--- src/rtl/memory_twos_complement_pkg.sv ---
// Shared types and the negation reference function for the two's-complement lookup memory.
package memory_twos_complement_pkg;

  localparam int unsigned DEFAULT_ADDR_W = 5;
  localparam int unsigned DEFAULT_DATA_W = 5;

  typedef enum logic [0:0] {
    SEQ_INIT = 1'b0,
    SEQ_DONE = 1'b1
  } seq_state_e;

  // Arithmetic negation of value, kept to the low width bits.
  function automatic logic [31:0] neg_code(input logic [31:0] value, input int unsigned width);
    logic [31:0] mask;
    mask = (width >= 32) ? 32'hFFFF_FFFF : ((32'd1 << width) - 32'd1);
    return (~value + 32'd1) & mask;
  endfunction

endpackage

--- src/rtl/memory_twos_complement_init_sequencer.sv ---
// Walks the table address space once after reset, producing one write per clock,
// then parks in SEQ_DONE until the next reset.
module tc_init_sequencer
  import memory_twos_complement_pkg::*;
#(
  parameter int unsigned ADDR_W = DEFAULT_ADDR_W,
  parameter int unsigned DATA_W = DEFAULT_DATA_W
) (
  input  logic              clk,
  input  logic              rst,
  output logic              wr_en_o,
  output logic [ADDR_W-1:0] wr_addr_o,
  output logic [DATA_W-1:0] wr_data_o,
  output seq_state_e        state_o
);

  localparam logic [ADDR_W-1:0] LAST_ADDR = {ADDR_W{1'b1}};

  seq_state_e        state_q, state_d;
  logic [ADDR_W-1:0] cnt_q, cnt_d;

  always_ff @(posedge clk) begin
    if (rst) begin
      state_q <= SEQ_INIT;
      cnt_q   <= '0;
    end else begin
      state_q <= state_d;
      cnt_q   <= cnt_d;
    end
  end

  // The counter stops on the last entry so no further writes can occur.
  always_comb begin
    state_d = state_q;
    cnt_d   = cnt_q;
    if (state_q == SEQ_INIT) begin
      if (cnt_q == LAST_ADDR) begin
        state_d = SEQ_DONE;
      end else begin
        cnt_d = cnt_q + 1'b1;
      end
    end
  end

  always_comb begin
    wr_en_o   = (state_q == SEQ_INIT);
    wr_addr_o = cnt_q;
    wr_data_o = DATA_W'(neg_code(32'(cnt_q), DATA_W));
    state_o   = state_q;
  end

endmodule

--- src/rtl/memory_twos_complement.sv ---
// Self-filling lookup table that returns -addr (mod 2^DATA_W) with one clock of latency.
module memory_twos_complement
  import memory_twos_complement_pkg::*;
#(
  parameter int unsigned ADDR_W = DEFAULT_ADDR_W,
  parameter int unsigned DATA_W = DEFAULT_DATA_W
) (
  input  logic              clk,
  input  logic              rst,
  input  logic [ADDR_W-1:0] addr,
  output logic [DATA_W-1:0] data_out,
  output logic              ready
);

  localparam int unsigned DEPTH = 1 << ADDR_W;

  if (DATA_W != ADDR_W) begin : g_width_check
    $fatal(1, "memory_twos_complement: DATA_W must equal ADDR_W");
  end

  logic              wr_en;
  logic [ADDR_W-1:0] wr_addr;
  logic [DATA_W-1:0] wr_data;
  seq_state_e        seq_state;

  logic [DATA_W-1:0] mem_q [DEPTH];
  logic [DATA_W-1:0] data_out_q, data_out_d;

  tc_init_sequencer #(
    .ADDR_W (ADDR_W),
    .DATA_W (DATA_W)
  ) u_seq (
    .clk       (clk),
    .rst       (rst),
    .wr_en_o   (wr_en),
    .wr_addr_o (wr_addr),
    .wr_data_o (wr_data),
    .state_o   (seq_state)
  );

  // The sequencer's done state is itself a register, so ready rises on the
  // same edge that writes the final entry.
  assign ready = (seq_state == SEQ_DONE);

  always_ff @(posedge clk) begin
    if (wr_en) begin
      mem_q[wr_addr] <= wr_data;
    end
  end

  // Forcing zero while not ready keeps an unknown addr out of data_out.
  always_comb begin
    data_out_d = '0;
    if (ready) begin
      data_out_d = mem_q[addr];
    end
  end

  always_ff @(posedge clk) begin
    if (rst) begin
      data_out_q <= '0;
    end else begin
      data_out_q <= data_out_d;
    end
  end

  assign data_out = data_out_q;

endmodule

--- config.mk ---
export PLATFORM = sky130hd
export DESIGN_NAME = memory_twos_complement
export DESIGN_NICKNAME = d
export VERILOG_FILES = /design/src/rtl/memory_twos_complement_pkg.sv /design/src/rtl/memory_twos_complement_init_sequencer.sv /design/src/rtl/memory_twos_complement.sv
export SDC_FILE = /design/constraint.sdc
export NUM_CORES = 1
export LEC_CHECK = 0
export ABC_AREA = 1
export CORE_MARGIN = 5
export CORE_UTILIZATION = 43
export DETAILED_ROUTE_END_ITERATION = 7
export GPL_TIMING_DRIVEN = 0
export PLACE_DENSITY = 0.57
export SLEW_MARGIN = 20
export SYNTH_ARGS = -nofsm -noshare
export SYNTH_HDL_FRONTEND = slang
export SYNTH_SLANG_ARGS = --single-unit
--- constraint.sdc ---
create_clock -name clk -period 3.7 [get_ports clk]
set_input_delay 0.37 -clock clk [delete_from_list [all_inputs] [get_ports clk]]
set_output_delay 0.37 -clock clk [all_outputs]
set_load 0.02 [all_outputs]
==> out/summary.txt <==
Status = complete, no violations
DR pass1 iterations = 5
CTS clk-pin slew, worst paths = 0.06 ns
Top-count cell post-synth = nand2_1
Worst IR Drop VDD = 0.0003511 V
Finished Layout Cells = 902
Placed cell areas = 7650 sq um
Worst skew pair latency = 0.43 ns
Final Skew = 0.007990 ns
Final Worst Setup Slack = 1.486 ns
Final Cell Area = 8180 sq um
Fin crit share = 59.83%
Core area = 16,470 sq um
Synth area leaders = edfxtp_1, nand2_1, nand3_1
Worst setup SP type = register
Port bufs = 8
GPL Wtd Cong = 0.8710
IO Count = 13
Clock sinks = 171
Rel. slew slack = 54.05%
Synth async-reset ratio = 0%
Synth area leader = edfxtp_1
Final setup fails = 0
F_max = 451.7 MHz
Grt ovf = 0
DRC = 0
Worst Hold Class = primary input to register
Syn Area/Cell = 11.18 sq um
Worst-Margin Slew = 0.6893 ns
Number of synthesized register bits = 171
Post-synth top area share = 67.14%
Worst path arrival time = 2.28 ns
Synthesized instance count = 640
First-pass GRT wire length = 26,950 um
Mapped cell area = 7156 sq um
RSZ-0062 raised after global routing = false
# nets final = 683
Commonest cells post-synth = nand2_1, edfxtp_1, nand3_1, nor2_1, inv_1
Crit path capture type = register
Util after Layout = 49.68%
Crit-path max FO = 24
Static Leak = 3.011 nW
Power per cell area = 518.1 nW/um^2
Syn. warnings = 0
Hold_buf cts = 0
Rows = 47
Initial antenna violation count = 0
Min cycle time layout = 2.214 ns
Vias in the first global route = 4,575
Hold Vio Cnt, Final = 0
Routed len/inst = 19.97 um
Maxcap violations = 0
DP Cell Count = 872
Ys flop type = edfxtp_1
GRT Resource Usage Total = 18.92%
CTS tree = done
Via count = 4,868
Via density = 5.397
CTS Buf Count = 17
Clock Tree Buf Depth = 2
HPWL Detailed = 12,340 um
Cts repair resizes = 0
Largest net degree at the start of global routing = 34
# Post-CTS Setup Buffers = 0
Ant. Diodes = 0
Post-synthesis sequential area ratio = 70.22%
Die Height = 139 um
Setup CP Type = register to register
Req. time, crit path = 3.77 ns
Place WS = 1.510 ns
Die ar. = 19,320 sq um
Final WL = 18,020 um
Fraction of layout cells with a size suffix above 1 = 10.12%
Number of library cell types mapped by synthesis = 19
H-tree depth = 4
Post-synth EDFFs = 160
Die Wd = 139 um
Post-route ant nets = 0
Syn_nets = 652
Starting Density = 43.46%
Max-slew violations = 0
WHS = 0.4129 ns
Initial DRC count = 504
CTS root buf = clkbuf_16
Synth-to-layout area growth = 14.32%
[kinds of logic after synthesis]
kind of cell               synth area share [%]
and+or+nand+nor                           22.77
DFF                                       70.22
buffers and inverters                     4.441
AOI/OAI and AO/OA                         1.574
adders and majority gates                0.8743
xor gates and xnor gates                 0.1224
[worst paths after layout]
kind,startpoint,end,slack (ns),cells past startpoint
worst max-delay path,u_seq.wr_addr_o[0]$_SDFFE_PP0P_,mem_q[19][4]$_DFFE_PP_,1.49,4
worst min-delay path,addr[3],data_out[3]$_SDFF_PP0_,0.41,5
worst max register to register,u_seq.wr_addr_o[0]$_SDFFE_PP0P_,mem_q[19][4]$_DFFE_PP_,1.49,4
worst min register to register,u_seq.wr_addr_o[1]$_SDFFE_PP0P_,u_seq.wr_addr_o[3]$_SDFFE_PP0P_,0.55,2
[area by class of cell]
type,instances,area (sq um)
multi-input combinational,422,1853
inverter,15,66.31
clock buffer,18,429.2
timing repair buffer,12,177.7
sequential,171,5026
tap,220,275.3
clock inverter,12,101.3
fill,1499,8285
buffer,32,251.5
[stage by stage]
stage / TNS [ns] / power, W
floorplan: 0 / 0.002467
global placement: -87.50 / 0.002610
detailed placement: 0 / 0.002652
CTS: 0 / 0.004250
global route: 0 / 0.004369
finish: 0 / 0.004239
[routing by layer]
metal  part of all wire, %  GRT usage, %
met1                    45         27.65
met2                    45         28.10
met3                   8.6         4.966
met4                   1.5         5.355
met5                     0             0
[registers in the layout, summed over array words and instances, names as in the netlist]
name and count:
mem_q 160, u_seq.state_o 1, u_seq.wr_addr_o 5, data_out 5
[worst max-delay path, stage by stage, from the launching register on]
cell and delay, ns:
dfxtp_2 0.54, buf_16 0.22, ha_1 0.18, nand2_1 0.37, nor2_1 0.53
[cells in the final DEF, fill, tap and decap left out, types with 7 or more instances in the layout]
cell type and count:
buf_4 12, dfxtp_1 10, nor2_1 70, nand2_1 203
buf_2 9, clkdlybuf4s50_1 8, nand3_1 119, clkbuf_16 17
o21ai_0 7, buf_6 10, edfxtp_1 160, inv_1 13
o21ai_1 9
[power breakdown]
group / internal [W] / switching (W) / leakage [nW] / total, W
Clock: 0.000911 / 0.000714 / 0.253 / 0.00163
Sequential: 0.00220 / 0.0000123 / 1.54 / 0.00222
Combinational: 0.000114 / 0.000284 / 1.22 / 0.000398
Power figures use the tool's default switching activity.
